File: src/rtl/ccff_chain_loader.sv
// Configuration-chain loader: serializes a valid/ready bitstream into the
// ccff chain, optionally reads it back, and gates IO isolation on the result.
module ccff_chain_loader #(
    parameter int CHAIN_LEN = 1024,
    parameter int DATA_W    = 32,
    parameter int CNT_W     = $clog2(CHAIN_LEN + 1)
) (
    input  logic              prog_clk,
    input  logic              prog_reset_n,
    input  logic              start,
    input  logic              verify_en,
    input  logic [DATA_W-1:0] bs_data,
    input  logic              bs_valid,
    output logic              bs_ready,
    output logic              ccff_head,
    input  logic              ccff_tail,
    output logic              chain_clk_en,
    output logic              IO_ISOL_N,
    output logic              busy,
    output logic              done,
    output logic              error,
    output logic [CNT_W-1:0]  mismatch_idx
);

    localparam int BW = $clog2(DATA_W + 1);
    localparam logic [CNT_W-1:0] LEN = CNT_W'(CHAIN_LEN);

    typedef enum logic [2:0] {S_IDLE, S_LOAD, S_VERIFY, S_DONE, S_ERROR} state_t;

    state_t            state_q, state_d;
    logic              verify_q, verify_d;
    logic [CNT_W-1:0]  cnt_q, cnt_d, base_cnt, fetch_left, mis_idx_d;
    logic [DATA_W-1:0] buf_q, buf_d;
    logic [BW-1:0]     buf_cnt_q, buf_cnt_d, usable;
    logic              head_d, en_d, flag_q, flag_d;
    logic              streaming, pass_end, cont, take, mism_now;

    always_comb begin
        pass_end  = (cnt_q == LEN);
        streaming = (state_q == S_LOAD) || (state_q == S_VERIFY);
        // A LOAD pass that hands over to VERIFY keeps streaming through its last
        // shift cycle so the second pass starts without a gap.
        cont       = streaming && !(pass_end && !((state_q == S_LOAD) && verify_q));
        base_cnt   = pass_end ? '0 : cnt_q;
        fetch_left = LEN - base_cnt - CNT_W'(buf_cnt_q);
        usable     = (32'(fetch_left) >= 32'(DATA_W)) ? BW'(DATA_W) : BW'(fetch_left);
        bs_ready   = cont && (buf_cnt_q <= BW'(1)) && (fetch_left != '0);
        take       = bs_valid && bs_ready;
        mism_now   = (state_q == S_VERIFY) && chain_clk_en && (ccff_head != ccff_tail);

        state_d   = state_q;
        verify_d  = verify_q;
        cnt_d     = cnt_q;
        buf_d     = buf_q;
        buf_cnt_d = buf_cnt_q;
        head_d    = ccff_head;
        en_d      = 1'b0;
        flag_d    = flag_q | mism_now;
        mis_idx_d = (mism_now && !flag_q) ? (cnt_q - CNT_W'(1)) : mismatch_idx;

        case (state_q)
            S_IDLE, S_DONE, S_ERROR: begin
                if (start) begin
                    state_d   = S_LOAD;
                    verify_d  = verify_en;
                    cnt_d     = '0;
                    buf_d     = '0;
                    buf_cnt_d = '0;
                    flag_d    = 1'b0;
                    mis_idx_d = '0;
                end
            end
            S_LOAD, S_VERIFY: begin
                if (cont) begin
                    cnt_d = base_cnt;
                    if (buf_cnt_q != '0) begin
                        head_d    = buf_q[0];
                        en_d      = 1'b1;
                        cnt_d     = base_cnt + CNT_W'(1);
                        buf_d     = buf_q >> 1;
                        buf_cnt_d = buf_cnt_q - BW'(1);
                        if (take) begin
                            buf_d     = bs_data;
                            buf_cnt_d = usable;
                        end
                    end else if (take) begin
                        // A fresh word bypasses the buffer so its first bit shifts next cycle.
                        head_d    = bs_data[0];
                        en_d      = 1'b1;
                        cnt_d     = base_cnt + CNT_W'(1);
                        buf_d     = bs_data >> 1;
                        buf_cnt_d = usable - BW'(1);
                    end
                end
                if (pass_end) begin
                    if (state_q == S_LOAD) begin
                        state_d = verify_q ? S_VERIFY : S_DONE;
                    end else begin
                        state_d = (flag_q || mism_now) ? S_ERROR : S_DONE;
                    end
                    if (!cont) begin
                        cnt_d     = '0;
                        buf_d     = '0;
                        buf_cnt_d = '0;
                    end
                end
            end
            default: state_d = S_IDLE;
        endcase
    end

    always_ff @(posedge prog_clk or negedge prog_reset_n) begin
        if (!prog_reset_n) begin
            state_q      <= S_IDLE;
            verify_q     <= 1'b0;
            cnt_q        <= '0;
            buf_q        <= '0;
            buf_cnt_q    <= '0;
            ccff_head    <= 1'b0;
            chain_clk_en <= 1'b0;
            flag_q       <= 1'b0;
            mismatch_idx <= '0;
        end else begin
            state_q      <= state_d;
            verify_q     <= verify_d;
            cnt_q        <= cnt_d;
            buf_q        <= buf_d;
            buf_cnt_q    <= buf_cnt_d;
            ccff_head    <= head_d;
            chain_clk_en <= en_d;
            flag_q       <= flag_d;
            mismatch_idx <= mis_idx_d;
        end
    end

    assign busy      = streaming;
    assign done      = (state_q == S_DONE);
    assign error     = (state_q == S_ERROR);
    assign IO_ISOL_N = (state_q == S_DONE);

endmodule

File: config.mk
export PLATFORM = sky130hd
export DESIGN_NAME = ccff_chain_loader
export DESIGN_NICKNAME = d
export VERILOG_FILES = /design/src/rtl/ccff_chain_loader.sv
export SDC_FILE = /design/constraint.sdc
export NUM_CORES = 1
export LEC_CHECK = 0
export CAP_MARGIN = 20
export CORE_MARGIN = 8
export CORE_UTILIZATION = 48
export DETAILED_ROUTE_END_ITERATION = 8
export PLACE_DENSITY_LB_ADDON = 0.08
export SETUP_SLACK_MARGIN = 0.4
export SLEW_MARGIN = 0
export SYNTH_ARGS = -nofsm -noshare
export SYNTH_HDL_FRONTEND = slang
export SYNTH_SLANG_ARGS = --single-unit
File: constraint.sdc
create_clock -name prog_clk -period 4.5 [get_ports prog_clk]
set_input_delay 1.35 -clock prog_clk [delete_from_list [all_inputs] [get_ports prog_clk]]
set_output_delay 1.35 -clock prog_clk [all_outputs]
set_load 0.01 [all_outputs]
# After elaboration in Yosys (flattened, before gate mapping)
# Index checks and enable logic that the tools add are counted.
classes:
  n_eq_ne: 8
  addsub: 6
  n_reduce_logical: 25
  n_shift: 0
  n_mul: 0
  div: 0
  muxes: 42
  bitwise_logic: 1
  order_cmp: 2
ops:
  columns: ["operator", "n"]
  rows:
  - ["$mux W32", 7]
  - ["$mux W11", 10]
  - ["$pmux W32 S2", 1]
  - ["$mux W6", 8]
  - ["$pmux W11 S2", 1]
  - ["$mux W3", 4]
  - ["$pmux W6 S2", 1]
  - ["$sub A6 B1 Y6 const B", 2]
  - ["$add A11 B1 Y11 const B", 1]
  - ["$eq A11 B11 Y1 const B", 1]
  - ["$ge A11 B6 Y1 const B", 1]
  - ["$reduce_bool A11 Y1", 1]
  - ["$sub A11 B1 Y11 const B", 1]
  - ["$sub A11 B11 Y11 const A", 1]
  - ["$sub A11 B6 Y11", 1]
  - ["$logic_and A1 B1 Y1", 9]
  - ["$mux W1", 9]
  - ["$eq A3 B2 Y1 const B", 2]
  - ["$le A6 B1 Y1 const B", 1]
  - ["$pmux W3 S2", 1]
  - ["$reduce_and A2 Y1", 3]
  - ["$reduce_bool A6 Y1", 1]
  - ["$ne A2 B2 Y1 const B", 2]
  - ["$reduce_bool A2 Y1", 2]
  - ["10 further kinds", 13]
word_totals:
  input_bits: 38
  romBits: 0
  ramBits: 0
  regBits: 67
  out_inout_bits: 18
  memories: 0
  latch_bits: 0

# Logic depth before layout (Yosys ltp)
# Gate-level depths: netlist (run 1).
logic_depth:
  depth_word: 15
  mapped_depth: 22
  mapped_depth_nobuf: 21

# Worst setup path after synthesis (run 1)
# Ideal clock, no wire load.
synth_timing:
  path_kind: "reg2out"
  start: "register cnt_q[0]"
  end: "output bs_ready"
  arrival_ns: 3.390
  path_slack_ns: -0.240
  path_stages_with_launch: 17
  cell_sequence: "dfrtp_1 -> inv_1 -> ha_1 -> nor4b_2 -> and2_1 -> nand2_1 -> nand2_1 -> ha_1 -> ha_1 -> fa_1 -> a21oi_1 -> o2111a_1 -> a211oi_1 -> a221oi_4 -> and3_1 -> buf_2 -> a211oi_1"
synth_via:
  elab_chain_cells: 6
  word_cells_on_any_way: 10
  cone_classes: "add/sub: 2; eq/ne: 1; mux: 1; reduce/logical: 6"
synth_rtl:
  columns: ["element", "line_no", "rtl"]
  rows:
  - ["start, declared", "32", "logic [CNT_W-1:0] cnt_q, cnt_d, base_cnt, fetch_left, mis_idx_d;"]
  - ["start signal, assigned", "126", "cnt_q <= cnt_d;"]
  - ["$eq A11 B11 Y1", "39", "pass_end = (cnt_q == LEN);"]
  - ["$mux W11 / $logic_and A1 B1 Y1 (equally long branches)", "44, 43", null]
  - ["$sub A11 B11 Y11 / $logic_not A1 Y1 (equally long branches)", "45, 43", null]
  - ["$sub A11 B6 Y11 / $logic_and A1 B1 Y1 (equally long branches)", "45, 43", null]
  - ["$reduce_bool A11 Y1 / $logic_and A1 B1 Y1 (equally long branches)", "47", "bs_ready = cont && (buf_cnt_q <= BW'(1)) && (fetch_left != '0);"]
  - ["$logic_and A1 B1 Y1 *", "47", null]
  - ["end, declared", "14", "output logic bs_ready,"]
# Mark *: on every way between the ends. The rest lies on a longest branch, timed or not.

# Worst setup path in the final report (run 1)
layout_timing:
  start: "register cnt_q[1]"
  end: "output bs_ready"
# The elaborated chain is that of the path after synthesis.

==> results.toml, run 1 <==
[run_status]
status = "finished with violations"
violations = "setup timing"

[yosys]
seq_area_frac_synth_pct = 35.26
ys_warn_count = 0
synthCells = 540
syn_avg_cell_area_sq_um = 8.805
async_flop_share_pct = 100.0
ys_types = 64
syn_nets = 605
ys_ff_latch = 67
synth.cell_area_sq_um = 4755
synth_ff_type = "dfrtp_1"
synth_edf_count = 0

[detailed_routing]
avgRoutedWirePerCell_microns = 16.46
first_pass_iters = 5
drtIter0Drc = 273
routed_via_density = 5.734
drtAntennaViolNets = 0
wirelength_mm = 12.74
vias = 4438
drcViolationCount = 0

[timing]
finalSetupViolations = 1
rsz0062_at_grt = "yes"
layout_min_cycle_time_ps = 4717
whs_ps = 494.4
period_share_pct = 104.8
finalHoldViolations = 0
setup_ws_ps = -217.2
max_freq_ghz = 0.2120
fin_worst_skew_ps = 20.76
drv_slew = 0
tightest_slew_ps = 860.4
max_slew_margin_pct = 42.64

[critical_path]
r2r_slack_ps = 580
worstPathRequired_ps = 3150
arrival_ps = 3370
crit_start = "cnt_q[1]$_DFFE_PN0P_"
start_kind = "flop"
r2r-end = "buf_q[11]$_DFFE_PN0P_"
end_kind = "output pin"
r2r-start = "cnt_q[1]$_DFFE_PN0P_"
worst-setup-path-type = "flop to output pin"
crit_end = "bs_ready"
cp_max_fo = 3
r2r_cells = 19

[placement]
dpl.cell_count = 754
hpwl_mm = 9.373
place.gp.congestion = 0.9025
io_buffer_count = 55

[floorplanning]
row_count = 36
die_w_microns = 115.5
dieHeight_microns = 115.5
die_area_sq_um = 13350
initial_utilization_pct = 49.10
io_pins = 56
core-area_sq_um = 9684

[clock_network]
htreeDepth = 3
root_buffer = "clkbuf_8"
cts_tree = "built"
cts_buffer_depth = 2
cts_sinks = 67
path_clk_slew_ps = 80
cts_buffers = 9
clk_latency_ps = 350
cts_hold_buffers = 0

[cells_and_area]
layout.cells.non_filler = 774
utilization_pct = 63.58
final_cell_mix = "nand2_1, dfrtp_1, buf_4, clkdlybuf4s50_1, mux2i_1"
insertedDiodeCount = 0
drive_gt1_share_pct = 17.16
final_common_cell = "nand2_1"
nets = 701
synthToLayoutAreaGrowth_pct = 29.50

[pwr]
power_density_nw_per_um2 = 630.0
power_w = 0.003879
vdd_ir_drop_max_v = 0.0002557
power_leakage_nw = 2.953

[grt]
antenna_found_initial = 0
grt_max_degree = 68
grt_usage_pct = 19.86
grt_overflow_total = 0
grt_pass1_wl_mm = 21.38
grt_pass1_vias = 4502

[job]
maxCapViolations = 0

[min_path]
hold_class = "flop to flop"
==> through the flow <==
step,cell area [sq um],TNS [ps],worst slack (ps)
3_5_place_dp,5844,-230.1,-230.1
3_3_place_gp,5844,-165.9,-165.9
4_1_cts,6061,-210.5,-210.5
6_report,6157,-217.2,-217.2
2_1_floorplan,4851,0,212.0
5_1_grt,6157,-380.6,-380.6
==> cells by family after synthesis <==
kind of cell             count (synthesis)  share of synthesized area [%]
flip-flops                              67                          35.26
AND/OR/NAND/NOR                        196                          19.08
XOR/XNOR                                15                          2.763
adder cells (fa/ha/maj)                 27                          7.263
multiplexers                            38                          8.053
AO/OA/AOI/OAI                          135                          21.63
buffers and inverters                   62                          5.947
==> where the power goes <==
part	internal, W	total [W]	switching, W
combinational	0.00119	0.00246	0.00127
sequential	0.000788	0.000906	0.000118
clock	0.000260	0.000511	0.000252
==> Yosys cell counts (3+ instances only) <==
| cell | number | area (sq um) |
|---|---|---|
| nand2_1 | 96 | 360.4 |
| dfrtp_1 | 67 | 1677 |
| mux2i_1 | 36 | 360.4 |
| nor2_1 | 36 | 135.1 |
| a221o_1 | 31 | 310.3 |
| inv_1 | 28 | 105.1 |
| ha_1 | 26 | 325.3 |
| a21oi_1 | 23 | 115.1 |
| o21ai_0 | 22 | 110.1 |
| clkbuf_1 | 19 | 71.32 |
| nand3_1 | 12 | 60.06 |
| a211oi_1 | 9 | 67.56 |
| buf_2 | 9 | 45.04 |
| nor3_1 | 9 | 45.04 |
| xnor2_1 | 9 | 78.83 |
| o211ai_1 | 7 | 52.55 |
| nand4_1 | 6 | 37.54 |
| nor4_1 | 6 | 37.54 |
| xor2_1 | 6 | 52.55 |
| nand2b_1 | 5 | 31.28 |
| nor3b_1 | 5 | 37.54 |
| a21o_1 | 4 | 30.03 |
| a31oi_1 | 4 | 25.02 |
| and2_1 | 4 | 25.02 |
| and3_1 | 4 | 25.02 |
| nor2b_1 | 4 | 25.02 |
| o311ai_0 | 4 | 35.03 |
| a311oi_1 | 3 | 26.28 |
| o31ai_1 | 3 | 22.52 |
==> worst min path at each step <==
stage	from	end	slack [ps]	depth (start not counted)
finish	buf_q[31]$_DFFE_PN0P_	buf_q[31]$_DFFE_PN0P_	490	1
global route	buf_q[31]$_DFFE_PN0P_	buf_q[31]$_DFFE_PN0P_	510	1
CTS	buf_q[31]$_DFFE_PN0P_	buf_q[31]$_DFFE_PN0P_	500	1
detailed placement	buf_q[31]$_DFFE_PN0P_	buf_q[31]$_DFFE_PN0P_	480	1
global placement	buf_q[31]$_DFFE_PN0P_	buf_q[31]$_DFFE_PN0P_	470	1
floorplan	buf_q[31]$_DFFE_PN0P_	buf_q[31]$_DFFE_PN0P_	450	1
==> sequential cells by signal (all words and copies together), names as in the netlist, 3 cells and up <==
register,count
buf_cnt_q,6
buf_q,32
cnt_q,11
mismatch_idx,11
state_q,3
==> repair_timing <==
action,in CTS,in global routing
setup buffers,1,3
gates resized for setup,7,13
endpoints found under the setup margin,32,48
pin swaps,5,14
==> metal layers <==
layer / vias to the layer above / part of all wire, % / track usage (%)
met5: - / 0 / 0
met4: 0 / 1.8 / 6.392
met3: 24 / 5.1 / 4.794
met2: 126 / 50 / 35.04
met1: 2121 / 43 / 23.09
li1: 2167 / - / -
==> cell type report <==
| class | instances | area, sq um |
|---|---|---|
| fillers | 858 | 3527 |
| multi-input cells | 411 | 2988 |
| flip-flops and latches | 67 | 1677 |
| repair buffers | 118 | 1025 |
| well taps | 133 | 166.4 |
| clock buffers | 11 | 131.4 |
| inverters | 29 | 108.9 |
| clock inverters | 5 | 61.31 |
==> critical path, cell delays in order, from the launching register on <==
cell,delay (ps)
dfrtp_1,390
inv_2,80
ha_4,130
nor4b_4,210
and2_4,210
nand2_4,70
nand2_4,100
xnor2_4,130
ha_4,170
buf_6,100
a211oi_4,70
o31ai_4,320
nand4_1,180
mux2_4,330
and3_4,180
a211oi_4,180
buf_2,160
Power figures use the tool's default switching activity.
==> inputs of run 2 (changes only) <==
--- a/config.mk
+++ b/config.mk
@@ -7,7 +7,7 @@
 export LEC_CHECK = 0
 export CAP_MARGIN = 20
 export CORE_MARGIN = 8
-export CORE_UTILIZATION = 48
+export CORE_UTILIZATION = 50
 export DETAILED_ROUTE_END_ITERATION = 8
 export PLACE_DENSITY_LB_ADDON = 0.08
 export SETUP_SLACK_MARGIN = 0.4
==> run 2 against run 1 <==
  * The flow still finishes with violations (setup timing)
  * Worst setup slack better by 7.3 ps
  * Maximum frequency up 0.15%
  * Die area down 3.4%
  * Power up 4.6%
  * Critical endpoint unchanged
  * Largest power group unchanged
  * Highest routed layer unchanged
==> results.toml, run 2 (synthesized netlist as in run 1, its figures left out) <==
[run_status]
status = "finished with violations"
violations = "setup timing"

[floorplanning]
row_count = 35
die_w_microns = 113.5
io_pins = 56
dieHeight_microns = 113.5
die_area_sq_um = 12890
initial_utilization_pct = 51.46
core-area_sq_um = 9240

[clock_network]
clk_latency_ps = 350
path_clk_slew_ps = 80
root_buffer = "clkbuf_8"
cts_sinks = 67
cts_tree = "built"
cts_hold_buffers = 0
htreeDepth = 3
cts_buffer_depth = 2
cts_buffers = 9

[critical_path]
r2r-start = "cnt_q[1]$_DFFE_PN0P_"
arrival_ps = 3360
r2r-end = "buf_q[14]$_DFFE_PN0P_"
cp_max_fo = 4
start_kind = "flop"
end_kind = "output pin"
r2r_slack_ps = 630
worstPathRequired_ps = 3150
r2r_cells = 20
worst-setup-path-type = "flop to output pin"

[pwr]
vdd_ir_drop_max_v = 0.0003287
intPower_w = 0.002363
pwr-share-seq_pct = 22.4
power_density_nw_per_um2 = 645.2
power_leakage_nw = 3.030
power.switching_w = 0.001694
power_frac_comb_pct = 63.7
switching_share_pct = 41.75
power_frac_clock_pct = 13.9

[detailed_routing]
first_pass_iters = 4
avgRoutedWirePerCell_microns = 16.65
drtAntennaViolNets = 0
wirelength_mm = 13.00
routed_via_density = 5.790
drcViolationCount = 0
drtIter0Drc = 258
vias = 4522

[cells_and_area]
largest_register = "buf_q"
insertedDiodeCount = 0
multi_input_area_sq_um = 2984
largest_reg_flops = 32
n_fill_cell = 765
utilization_pct = 68.04
nets = 712
regArea_sq_um = 1677
drive_gt1_share_pct = 19.02
synthToLayoutAreaGrowth_pct = 32.24
final_common_cell = "nand2_1"
final_cell_mix = "nand2_1, buf_4, dfrtp_1, clkdlybuf4s50_1, mux2i_1"
fin_area_sq_um = 6287
layout.cells.non_filler = 781
top_regs = "buf_q x32, cnt_q x11, mismatch_idx x11"

[placement]
io_buffer_count = 55
dpl_worst_slack_ps = -260.8
hpwl_mm = 9.443
place_area_sq_um = 5924
dpl.cell_count = 758
place.gp.congestion = 0.8926

[grt]
grt_overflow_total = 0
grt_pass1_wl_mm = 21.42
grt_usage_pct = 20.34
grt_max_degree = 68
grt_pass1_vias = 4583
antenna_found_initial = 0

[timing]
rsz0062_at_grt = "yes"
tightest_slew_ps = 891.5
setup_ws_ps = -210.0
period_share_pct = 104.7
fin_worst_skew_ps = 14.23
max_freq_ghz = 0.2123
max_slew_margin_pct = 40.57
layout_min_cycle_time_ps = 4710
finalSetupViolations = 1
finalSetupTns_ps = -210.0
finalHoldViolations = 0
drv_slew = 0

[min_path]
hold_path_depth = 1
min_from = "buf_q[31]$_DFFE_PN0P_"
hold_class = "flop to flop"
min_to = "buf_q[31]$_DFFE_PN0P_"

[job]
maxCapViolations = 0
-- run 2: timing repair --
action,in CTS,in global routing
gates cloned,0,0
pin swaps,13,2
buffers inserted,6,1
endpoints found under the setup margin,32,48
resized for setup,16,6
-- run 2: worst max path at each step --
stage | to | slack (ps) | start
2_1_floorplan | bs_ready | 210 | cnt_q[1]$_DFFE_PN0P_
3_3_place_gp | bs_ready | -160 | cnt_q[0]$_DFFE_PN0P_
3_5_place_dp | bs_ready | -260 | cnt_q[0]$_DFFE_PN0P_
4_1_cts | bs_ready | -200 | cnt_q[1]$_DFFE_PN0P_
5_1_grt | bs_ready | -370 | cnt_q[1]$_DFFE_PN0P_
6_report | bs_ready | -210 | cnt_q[1]$_DFFE_PN0P_
-- run 2: through the flow --
step	total power [W]	hold slack, ps
after floorplan	0.002402	448.2
after global placement	0.003224	469.1
after detailed placement	0.003289	478.5
after CTS	0.004004	497.0
after global routing	0.004342	519.6
final	0.004056	489.4
-- run 2: power by group through the flow --
stage | Clock (W) | Combinational (W) | Sequential, W
floorplan | 0 | 0.00148 | 0.000920
global placement | 0 | 0.00232 | 0.000907
detailed placement | 0 | 0.00238 | 0.000913
CTS | 0.000575 | 0.00252 | 0.000907
global route | 0.000598 | 0.00282 | 0.000928
finish | 0.000564 | 0.00258 | 0.000908
-- run 2: area by class of cell --
cell class	count	area share (%)
Sequential cell	67	26.67
Clock inverter	6	1.393
Clock buffer	10	2.030
Multi-Input combinational cell	411	47.46
Timing Repair Buffer	129	18.15
Inverter	29	1.731
Tap cell	129	2.567
-- run 2: worst max-delay path, cell delays in order, from the launching register on --
cell and delay, ps:
dfrtp_1 390, inv_2 90, ha_4 130, nor4b_4 190, and2_4 200, nand2_4 80
nand2_4 100, xnor2_2 80, ha_4 180, fa_2 400, a21oi_2 170, o2111a_1 210
a211oi_2 60, a221oi_4 250, and3_4 240, a211oi_4 50, buf_2 160
-- run 2: layer usage --
metal	vias up	track usage, %	share of wire (%)
li1	2187	-	-
met1	2169	23.81	42
met2	138	35.70	51
met3	28	3.751	4.1
met4	0	8.437	2.7
met5	-	0	0
==> inputs of run 3 (changes only) <==
--- a/config.mk
+++ b/config.mk
@@ -7,8 +7,10 @@
 export LEC_CHECK = 0
 export CAP_MARGIN = 20
 export CORE_MARGIN = 8
-export CORE_UTILIZATION = 50
+export CORE_UTILIZATION = 35
 export DETAILED_ROUTE_END_ITERATION = 8
+export GPL_ROUTABILITY_DRIVEN = 0
+export GPL_TIMING_DRIVEN = 0
 export PLACE_DENSITY_LB_ADDON = 0.08
 export SETUP_SLACK_MARGIN = 0.4
 export SLEW_MARGIN = 0
==> run 3 against run 2 <==
  * The flow still finishes with violations (setup timing)
  * Count of clock-buffer cells in the layout up 3
  * Global-route usage down 4.7 points
  * Maximum frequency down 4.2%
  * Critical path type unchanged
  * Critical endpoint unchanged
==> results.toml, run 3 (synthesized netlist as in run 1, its figures left out) <==
[run_status]
status = "finished with violations"
violations = "setup timing"

[critical_path]
end_kind = "output pin"
r2r-start = "cnt_q[0]$_DFFE_PN0P_"
crit_path_frequent_cell = "ha_4"
crit_start = "cnt_q[0]$_DFFE_PN0P_"
worstPathRequired_ps = 3150
worst-setup-path-type = "flop to output pin"
path_buf_inv = 3
crit_family = "simple AND/OR/NAND/NOR gates"
worstPathCellList = "inv_2 -> ha_4 -> nor4b_4 -> and2_4 -> nand2_8 -> nand2_4 -> xnor2_2 -> ha_4 -> fa_2 -> nand3_1 -> a21oi_1 -> mux2i_1 -> a211oi_2 -> and3_4 -> buf_6 -> a211oi_4 -> buf_2"
cp_max_fo = 5
crit_path_top_delay_cell = "dfrtp_2"
arrival_ps = 3560
start_kind = "flop"
critPathMaxStageDelay_ps = 420

[timing]
fin_worst_skew_ps = 5.205
drv_slew = 0
setup_ws_ps = -414.9
period_share_pct = 109.2
max_slew_margin_pct = 39.45
tightest_slew_ps = 906.3
finalSetupViolations = 1
max_freq_ghz = 0.2035
rsz0062_at_grt = "yes"
finalHoldViolations = 0
layout_min_cycle_time_ps = 4915

[cells_and_area]
largest_reg_flops = 32
largest_register = "buf_q"
drive_gt1_share_pct = 16.88
final_common_cell = "nand2_1"
n_fill_cell = 1278
synthToLayoutAreaGrowth_pct = 34.18
multi_input_area_sq_um = 3075
regArea_sq_um = 1683
insertedDiodeCount = 0
final_cell_mix = "nand2_1, dfrtp_1, clkdlybuf4s50_1, nor2_1, mux2i_1"
layout.cells.non_filler = 816
nets = 701
fin_area_sq_um = 6380
top_regs = "buf_q x32, cnt_q x11, mismatch_idx x11"

[placement]
io_buffer_count = 55
hpwl_mm = 9.902
dpl.cell_count = 772
place_area_sq_um = 5639

[floorplanning]
die_area_sq_um = 17570
row_count = 42
core-area_sq_um = 13240
io_pins = 56
initial_utilization_pct = 35.90
die_w_microns = 132.6
dieHeight_microns = 132.6

[min_path]
min_from = "buf_q[31]$_DFFE_PN0P_"
hold_class = "flop to flop"

[detailed_routing]
first_pass_iters = 5
drtIter0Drc = 272
avgRoutedWirePerCell_microns = 16.99
routed_via_density = 5.442
drcViolationCount = 0
wirelength_mm = 13.86
drtAntennaViolNets = 0
vias = 4441

[pwr]
power_density_nw_per_um2 = 630.4
vdd_ir_drop_max_v = 0.0002804
power_leakage_nw = 2.930
power_w = 0.004022

[job]
maxCapViolations = 0

[grt]
antenna_found_initial = 0
grt_max_degree = 41
grt_pass1_vias = 4479
grt_pass1_wl_mm = 22.74
grt_overflow_total = 0
grt_usage_pct = 15.60

[clock_network]
root_buffer = "clkbuf_16"
path_clk_slew_ps = 60
clk_latency_ps = 330
cts_buffers = 9
cts_tree = "built"
htreeDepth = 3
cts_buffer_depth = 2
cts_sinks = 67
## run 3: cell count changes in the layout (fill, tap and decap cells not counted), moves of 5 or more
cell / before / now
buf_4: 69 / 34
dfrtp_2: 0 / 5
clkbuf_8: 9 / 2
dfrtp_1: 67 / 62
clkbuf_16: 0 / 9
clkbuf_1: 1 / 21
## run 3: layout make-up
cell class	instances	area share, %
inverters	29	1.706
clock inverters	2	0.5491
well taps	176	3.452
repair buffers	85	12.49
clock buffers	13	4.079
plain buffers	33	3.138
flip-flops and latches	67	26.38
multi-input cells	411	48.21
## run 3: stage by stage
step	setup TNS, ps	util, %	hold WS (ps)	worst slack [ps]
floorplan	0	-	448.2	212.0
global placement	-38400	42.45	468.1	-849.2
detailed placement	-4904	42.58	481.6	-860.7
CTS	-522.3	46.66	491.9	-522.3
global route	-572.1	48.18	510.6	-572.1
finish	-414.9	48.18	500.1	-414.9
## run 3: metal layers
metal,GRT usage (%),wire length [microns]
met3,3.255,465
met5,0,0
met4,6.057,263
met1,19.49,6424
met2,25.78,6708
## run 3: worst paths after layout
kind	cells past startpoint	slack [ps]	endpoint
worst min register to register	1	500	buf_q[31]$_DFFE_PN0P_
worst max register to register	24	260	buf_q[4]$_DFFE_PN0P_
worst max-delay path	17	-410	bs_ready
max in group asynchronous	2	2970	cnt_q[1]$_DFFE_PN0P_
worst min-delay path	1	500	buf_q[31]$_DFFE_PN0P_
min in group asynchronous	1	950	mismatch_idx[8]$_DFF_PN0_
## run 3: what timing repair did
item                                    4_1_cts  5_1_grt
endpoints found under the hold margin         0        0
gates resized for setup                      32       23
endpoints found under the setup margin       49       51
hold buffers                                  0        0
pin swaps                                    10       14
setup buffers                                18       11
cloned                                        0        0
## run 3: report_power, final
part,internal [W],switching [W]
Clock,0.000456,0.000259
Sequential,0.000793,0.000147
Combinational,0.00110,0.00127
Total,0.00235,0.00167
